$ cat config.mk
export PLATFORM = sky130hd
export DESIGN_NAME = load_store_unit
export DESIGN_NICKNAME = d
export VERILOG_FILES = /design/src/rtl/lsu_pkg.sv /design/src/rtl/lsu_align.sv /design/src/rtl/load_store_unit.sv
export SDC_FILE = /design/constraint.sdc
export NUM_CORES = 1
export LEC_CHECK = 0
export ABC_AREA = 1
export CAP_MARGIN = 25
export CORE_MARGIN = 2
export CORE_UTILIZATION = 35
export DETAILED_ROUTE_END_ITERATION = 10
export GPL_TIMING_DRIVEN = 0
export PLACE_DENSITY = 0.66
export SKIP_CTS_REPAIR_TIMING = 1
export SYNTH_ARGS = -nofsm -noshare
export SYNTH_HDL_FRONTEND = slang
export SYNTH_HIERARCHICAL = 1
export SYNTH_SLANG_ARGS = --single-unit
$ cat constraint.sdc
create_clock -name clk -period 2.6 [get_ports clk]
set_clock_uncertainty 0.05 [all_clocks]
set_input_delay 0.52 -clock clk [delete_from_list [all_inputs] [get_ports clk]]
set_output_delay 0.52 -clock clk [all_outputs]
set_load 0.05 [all_outputs]
$ cat src/rtl/lsu_pkg.sv
// Shared definitions for the load/store unit: funct3 codes, FSM states and byte-enable patterns.
package lsu_pkg;

  localparam int unsigned XLEN = 32;

  localparam logic [2:0] F3_B  = 3'b000;
  localparam logic [2:0] F3_H  = 3'b001;
  localparam logic [2:0] F3_W  = 3'b010;
  localparam logic [2:0] F3_BU = 3'b100;
  localparam logic [2:0] F3_HU = 3'b101;

  localparam logic [3:0] BE_BYTE = 4'b0001;
  localparam logic [3:0] BE_LO   = 4'b0011;
  localparam logic [3:0] BE_HI   = 4'b1100;
  localparam logic [3:0] BE_ALL  = 4'b1111;

  typedef enum logic [1:0] {
    S_IDLE = 2'd0,
    S_WAIT = 2'd1,
    S_RESP = 2'd2
  } state_t;

endpackage

$ cat src/rtl/lsu_align.sv
// Combinational lane logic: store replication, byte enables, load extraction/extension and access checks.
module lsu_align
  import lsu_pkg::*;
(
  input  logic            is_store,
  input  logic [2:0]      funct3,
  input  logic [1:0]      addr_lo,
  input  logic [XLEN-1:0] store_data,
  input  logic [2:0]      ld_funct3,
  input  logic [1:0]      ld_addr_lo,
  input  logic [XLEN-1:0] rdata,
  output logic [3:0]      be_c,
  output logic [XLEN-1:0] wdata_c,
  output logic            misaligned_c,
  output logic            illegal_c,
  output logic [XLEN-1:0] load_c
);

  logic       illegal_v;
  logic [7:0] lane_b;
  logic [15:0] lane_h;

  // An illegal code is reported as a fault, never as misaligned.
  always_comb begin : access_check
    illegal_v    = 1'b0;
    misaligned_c = 1'b0;
    if (is_store) illegal_v = !(funct3 inside {F3_B, F3_H, F3_W});
    else          illegal_v = !(funct3 inside {F3_B, F3_H, F3_W, F3_BU, F3_HU});
    if (!illegal_v) begin
      case (funct3)
        F3_H, F3_HU: misaligned_c = addr_lo[0];
        F3_W:        misaligned_c = (addr_lo != 2'b00);
        default:     misaligned_c = 1'b0;
      endcase
    end
    illegal_c = illegal_v;
  end

  always_comb begin : store_lanes
    be_c    = BE_ALL;
    wdata_c = store_data;
    if (is_store) begin
      case (funct3)
        F3_B: begin
          be_c    = BE_BYTE << addr_lo;
          wdata_c = {4{store_data[7:0]}};
        end
        F3_H: begin
          be_c    = addr_lo[1] ? BE_HI : BE_LO;
          wdata_c = {2{store_data[15:0]}};
        end
        default: ;
      endcase
    end
  end

  always_comb begin : load_lanes
    case (ld_addr_lo)
      2'd0:    lane_b = rdata[7:0];
      2'd1:    lane_b = rdata[15:8];
      2'd2:    lane_b = rdata[23:16];
      default: lane_b = rdata[31:24];
    endcase
    lane_h = ld_addr_lo[1] ? rdata[31:16] : rdata[15:0];
    case (ld_funct3)
      F3_B:    load_c = {{24{lane_b[7]}}, lane_b};
      F3_BU:   load_c = {24'd0, lane_b};
      F3_H:    load_c = {{16{lane_h[15]}}, lane_h};
      F3_HU:   load_c = {16'd0, lane_h};
      default: load_c = rdata;
    endcase
  end

endmodule

$ cat src/rtl/load_store_unit.sv
// Multi-cycle load/store unit bridging the execute stage to a req/ack data-memory bus.
module load_store_unit
  import lsu_pkg::*;
#(
  parameter int unsigned TIMEOUT = 16
) (
  input  logic            clk,
  input  logic            reset,
  input  logic            start,
  input  logic            is_store,
  input  logic [2:0]      funct3,
  input  logic [XLEN-1:0] addr,
  input  logic [XLEN-1:0] store_data,
  output logic            stall,
  output logic            done,
  output logic [XLEN-1:0] load_data,
  output logic            misaligned,
  output logic            fault,
  output logic            mem_req,
  output logic            mem_we,
  output logic [XLEN-1:0] mem_addr,
  output logic [3:0]      mem_be,
  output logic [XLEN-1:0] mem_wdata,
  input  logic            mem_ack,
  input  logic [XLEN-1:0] mem_rdata
);

  localparam int unsigned CNT_W = $clog2(TIMEOUT + 1);

  state_t            state_q, state_d;
  logic [CNT_W-1:0]  cnt_q, cnt_d;
  logic              is_store_q, is_store_d;
  logic [2:0]        funct3_q, funct3_d;
  logic [1:0]        lo_q, lo_d;
  logic              req_d, we_d, done_d, mis_d, fault_d;
  logic [XLEN-1:0]   addr_d, wdata_d, load_d;
  logic [3:0]        be_d;

  logic [3:0]        be_c;
  logic [XLEN-1:0]   wdata_c, load_c;
  logic              misaligned_c, illegal_c;

  lsu_align u_align (
    .is_store     (is_store),
    .funct3       (funct3),
    .addr_lo      (addr[1:0]),
    .store_data   (store_data),
    .ld_funct3    (funct3_q),
    .ld_addr_lo   (lo_q),
    .rdata        (mem_rdata),
    .be_c         (be_c),
    .wdata_c      (wdata_c),
    .misaligned_c (misaligned_c),
    .illegal_c    (illegal_c),
    .load_c       (load_c)
  );

  // Low in RESP so the core retires on the done cycle.
  assign stall = ((state_q == S_IDLE) && start) || (state_q == S_WAIT);

  always_comb begin : next_state
    state_d    = state_q;
    cnt_d      = cnt_q;
    is_store_d = is_store_q;
    funct3_d   = funct3_q;
    lo_d       = lo_q;
    req_d      = mem_req;
    we_d       = mem_we;
    addr_d     = mem_addr;
    be_d       = mem_be;
    wdata_d    = mem_wdata;
    load_d     = load_data;
    done_d     = 1'b0;
    mis_d      = 1'b0;
    fault_d    = 1'b0;
    case (state_q)
      S_IDLE: begin
        if (start) begin
          if (illegal_c) begin
            state_d = S_RESP;
            done_d  = 1'b1;
            fault_d = 1'b1;
          end else if (misaligned_c) begin
            state_d = S_RESP;
            done_d  = 1'b1;
            mis_d   = 1'b1;
          end else begin
            state_d    = S_WAIT;
            cnt_d      = '0;
            is_store_d = is_store;
            funct3_d   = funct3;
            lo_d       = addr[1:0];
            req_d      = 1'b1;
            we_d       = is_store;
            addr_d     = {addr[XLEN-1:2], 2'b00};
            be_d       = be_c;
            wdata_d    = is_store ? wdata_c : '0;
          end
        end
      end
      S_WAIT: begin
        // Ack takes priority over a coincident timeout.
        if (mem_ack) begin
          state_d = S_RESP;
          done_d  = 1'b1;
          req_d   = 1'b0;
          we_d    = 1'b0;
          if (!is_store_q) load_d = load_c;
        end else if (cnt_q == CNT_W'(TIMEOUT - 1)) begin
          state_d = S_RESP;
          done_d  = 1'b1;
          fault_d = 1'b1;
          req_d   = 1'b0;
          we_d    = 1'b0;
        end else begin
          cnt_d = cnt_q + CNT_W'(1);
        end
      end
      S_RESP:  state_d = S_IDLE;
      default: state_d = S_IDLE;
    endcase
  end

  always_ff @(posedge clk) begin : regs
    if (!reset) begin
      state_q    <= S_IDLE;
      cnt_q      <= '0;
      is_store_q <= 1'b0;
      funct3_q   <= '0;
      lo_q       <= '0;
      mem_req    <= 1'b0;
      mem_we     <= 1'b0;
      mem_addr   <= '0;
      mem_be     <= '0;
      mem_wdata  <= '0;
      load_data  <= '0;
      done       <= 1'b0;
      misaligned <= 1'b0;
      fault      <= 1'b0;
    end else begin
      state_q    <= state_d;
      cnt_q      <= cnt_d;
      is_store_q <= is_store_d;
      funct3_q   <= funct3_d;
      lo_q       <= lo_d;
      mem_req    <= req_d;
      mem_we     <= we_d;
      mem_addr   <= addr_d;
      mem_be     <= be_d;
      mem_wdata  <= wdata_d;
      load_data  <= load_d;
      done       <= done_d;
      misaligned <= mis_d;
      fault      <= fault_d;
    end
  end

endmodule

# Word-level counts from Yosys, hierarchy flattened
# Index checks and enable logic that the tools add are counted.
# totals
romBits	0
n_memories	0
latch_bits	0
mem_bits_rw	0
elab_cells	101
register_bits	116
# classes
addsub	1
n_div	0
bitwise	6
mux	43
n_lt_le_gt_ge	0
shifts	1
reduce_logical	19
mul	0
eq_ne	17
# ops
operator	count
32-bit one-hot mux with 4 select lines	1
32-bit one-hot mux with 2 select lines	1
32-bit two-way mux	1
5-bit two-way mux	5
8-bit one-hot mux with 3 select lines	1
1-bit two-way mux	18
16-bit two-way mux	1
3-bit equality test (second input constant)	4
2-bit two-way mux	5
2-bit != test (second input constant)	5
1-bit one-hot mux with 2 select lines	5
5-bit one-hot mux with 2 select lines	1
4-bit two-way mux	2
4-bit one-hot mux with 2 select lines	1
3-bit by 1-bit equality test with 1-bit output (second input constant)	2
3-bit zero test	2
1-bit inverter	6
6-bit AND reduction	1
5-bit by 1-bit adder with 5-bit output (second input constant)	1
5-bit by 4-bit equality test with 1-bit output (second input constant)	1
5-bit AND reduction	1
5-bit nonzero test	1
2-bit by 1-bit equality test with 1-bit output (second input constant)	2
2-bit zero test	2
15 further kinds	17

# Depth between registers and ports, before layout
# depth
ltp_word	9
ltp_mapped	11
depth_no_buf	9

# Cells and area by module
# Netlist, hierarchy kept.
# by_module_without_submodules
module	seq_area_each_um2	cells_per_inst	area_per_inst_um2	instances
load_store_unit	2322.2	530	4142.7	1
lsu_align	0.0	308	1433.9	1

# Worst setup path before layout
# No wires, ideal clock.
# synth_timing
kind	input-to-reg
from	input port is_store
to	register mem_addr[16]
t_arrival_ps	1970
path_stages	10
path_slack_ps	510
t_required_ps	2480
setup_ps	70
n_path_buf	3
cell_sequence	buf_2 > nand2_1 > o21ai_0 > a211oi_1 > nor2_2 > nand3_4 > buf_4 > buf_4 > nand2_1 > a21oi_1
# synth_between
elab_chain_cells	4
word_cells_on_any_way	5
cone_classes	mux (2); bitwise (2); reduce/logical (1)
# synth_rtl
item	line_no	text
from (decl)	load_store_unit.sv:10	input logic is_store,
1-bit two-way mux	lsu_align.sv:27	if (is_store) illegal_v = !(funct3 inside {F3_B, F3_H, F3_W});
named net illegal_c	load_store_unit.sv:41	logic misaligned_c, illegal_c;
1-bit two-way mux	lsu_align.sv:29	if (!illegal_v) begin
named net misaligned_c	load_store_unit.sv:41	
1-bit inverter (no source line)	--	
4-bit AND reduction (no source line)	--	
to (signal assigned)	load_store_unit.sv:148	mem_addr <= addr_d;
to (decl)	load_store_unit.sv:21	output logic [XLEN-1:0] mem_addr,
# The timed path passes the listed nets, and every way through them passes these cells.
# A chain may end at the register's enable or synchronous reset.

# Worst setup path in the final report
# layout_timing
from	input port is_store
to	register mem_addr[22]
# Same word-level chain as after synthesis.

==> results.json <==
{
  "clk_pin_slew_ns": 0.05,
  "path_max_fanout": 10,
  "grt_max_degree": 17,
  "end_kind": "flop",
  "setup_ws_ns": 0.289,
  "startpoint": "is_store",
  "p_leak_nw": 3.49,
  "fin_nets": 1170,
  "core-area_sq_um": 15700,
  "avgSynthCellArea_sq_um": 6.65,
  "clkPwrFrac_pct": 45.8,
  "fin_crit_ns": 2.31,
  "hold_slack_ns": 0.412,
  "ioPinCount": 210,
  "tightest_slew_ns": 0.579,
  "ys_seq_area_share_pct": 41.6,
  "syn_inst": 838,
  "cts_tree": "done",
  "power.switching_mw": 1.54,
  "crit_required_ns": 2.89,
  "grt_pass1_vias": 5750,
  "htreeDepth": 4,
  "worstPathCellList": "clkdlybuf4s50_1 > buf_2 > nand2_1 > o21ai_2 > a211oi_2 > nor2_2 > nand3_4 > buf_4 > buf_4 > nand2_1 > a21oi_1",
  "status": "complete, no violations",
  "pwr_density_cell_nw_per_um2": 644,
  "synth.distinct_cells": 29,
  "hp-start": "mem_addr[30]",
  "netlist_area_sq_um": 5580,
  "path_buf_inv": 4,
  "max_freq_ghz": 0.433,
  "cap_violations": 0,
  "postRouteAntennaNets": 0,
  "dpl_worst_slack_ns": -0.661,
  "fp.dieH_um": 130,
  "p_sw_share_pct": 27.8,
  "maxSlewViolCount": 0,
  "via_count": 6172,
  "rsz0062_at_grt": "no",
  "port-buffer-count": 206,
  "max_stage_delay_ns": 0.43,
  "cpMaxStageDelayCell": "clkdlybuf4s50_1",
  "grt-ovfl-total": 0,
  "initial_core_util_pct": 35.5,
  "hold_class": "reg2reg",
  "layout-drive-gt1-share_pct": 9.01,
  "r2r_start": "cnt_q[0]",
  "multi_input_area_sq_um": 2750,
  "drc": 0,
  "root_buffer": "clkbuf_16",
  "wl_um": 18600,
  "slew_headroom_pct": 61.2,
  "gp_congestion": 0.901,
  "antenna_found_initial": 0,
  "fin_tns_setup_ns": 0,
  "drt_iter0_markers": 349,
  "design.die.area_sq_um": 17000,
  "fillCellCount": 1583,
  "worst_ep_arrival_time_ns": 2.60,
  "timing.final.crit_share_pct": 88.9,
  "yosys_warnings": 6,
  "ir_drop_v": 0.000441,
  "ff_latch_area_sq_um": 2320,
  "cts_buffers": 17,
  "die_w_um": 130,
  "critPathTopFamily": "buffers and inverters",
  "p_int_mw": 3.98,
  "ys_ff_latch": 116,
  "viasPerCell": 4.78,
  "hpwlAfterDp_um": 14000,
  "power_frac_seq_pct": 34.3,
  "row_count": 46,
  "clkLatencyLatePin_ns": 0.41,
  "clk_path_buf_depth": 2,
  "clkSinkCount": 116,
  "setup_viol": 0,
  "antennaDiodeCount": 0,
  "worst_setup_path_start_kind": "input pin",
  "drt-pass1-iter-count": 5,
  "grt_usage_pct": 22.0,
  "wl_per_cell_um": 14.4,
  "path_class": "in2reg",
  "hold_viol_final": 0,
  "grt_pass1_wl_um": 29000,
  "syn_to_final_growth_pct": 53.5,
  "p_comb_share_pct": 19.8
}
## synthesized netlist by cell type (all sizes together)
cell / instances / area share [%]
nor4: 1 / 0.11
ha: 2 / 0.45
a21oi: 87 / 7.8
or2: 2 / 0.27
nand2: 305 / 21
inv: 42 / 2.9
buf: 41 / 5.2
nand3: 51 / 5.2
o21ai: 72 / 6.5
and3: 1 / 0.11
conb: 1 / 0.067
a211oi: 1 / 0.13
o211ai: 4 / 0.54
nor2: 94 / 7.2
clkbuf: 18 / 1.2
dfxtp: 116 / 42
## metrics by stage
step                total power [mW]  cells  area (sq um)  utilization (%)
finish                          5.52   1292          8560             54.5
global route                    5.73   1292          8560             54.5
CTS                             5.55   1292          8550             54.4
detailed placement              3.02   1261          7910             50.4
global placement                3.01   1261          7910             50.4
floorplan                       2.58    839          5580                -
## sequential cells by signal, summed over array words and instances, names as in the netlist
name,flops
cnt_q,5
done,1
fault,1
funct3_q,3
is_store_q,1
lo_q,2
load_data,32
mem_addr,30
mem_be,4
mem_req,1
mem_wdata,32
mem_we,1
misaligned,1
state_q,2
## tightest hold or removal path: stages (launching register included)
cell and delay, ns:
dfxtp_1 0.30, nand2_1 0.06, a21oi_1 0.05
## cells by family (layout without fill, tap and decap cells)
kind of cell / after synthesis / after routing / synth area share [%]
AND/OR/NAND/NOR: 454 / 454 / 33.7
AO/OA/AOI/OAI: 164 / 164 / 14.9
flip-flops: 116 / 116 / 41.6
buffers and inverters: 101 / 338 / 9.24
adder cells (fa/ha/maj): 2 / 2 / 0.449
other: 1 / 2 / 0.0672
## power groups by stage
| stage | clock [mW] | sequential [mW] | combinational (mW) |
|---|---|---|---|
| 2_1_floorplan | 0 | 2.16 | 0.419 |
| 3_3_place_gp | 0 | 1.93 | 1.09 |
| 3_5_place_dp | 0 | 1.93 | 1.09 |
| 4_1_cts | 2.57 | 1.89 | 1.09 |
| 5_1_grt | 2.64 | 1.90 | 1.19 |
| 6_report | 2.53 | 1.89 | 1.09 |
## routing by layer
layer	up-vias	GRT usage, %	part of all wire (%)
met1	2777	27.0	44
li1	3127	-	-
met3	27	8.49	9.2
met2	241	35.6	45
met5	-	0	0
met4	0	7.34	1.9
## cell type report
cell class	instances	share of cell area (%)
Timing Repair Buffer	206	24.1
Clock inverter	8	1.71
Buffer	59	4.18
Sequential cell	116	27.1
Clock buffer	23	5.70
Multi-Input combinational cell	622	32.1
Inverter	42	1.87
Tap cell	216	3.16
## final timing paths
path,slack [ns],cells past startpoint,to
worst max-delay path,0.29,11,mem_addr[22]
worst min-delay path,0.41,2,mem_addr[30]
worst max register to register,0.77,7,cnt_q[4]
worst min register to register,0.41,2,mem_addr[30]
## layout by cell type (no fill, tap or decap), drive strengths merged, types with 2 or more instances in the layout
cell           synthesis  final
inv                   42     43
clkdlybuf4s50          0    205
clkbuf                18     41
o21ai                 72     72
a21oi                 87     87
conb                   1      2
or2                    2      2
clkinv                 0      2
buf                   41     41
ha                     2      2
bufinv                 0      4
nand3                 51     51
nor2                  94     94
o211ai                 4      4
nand2                305    305
dfxtp                116    116
(Power assumes the default switching activity.)
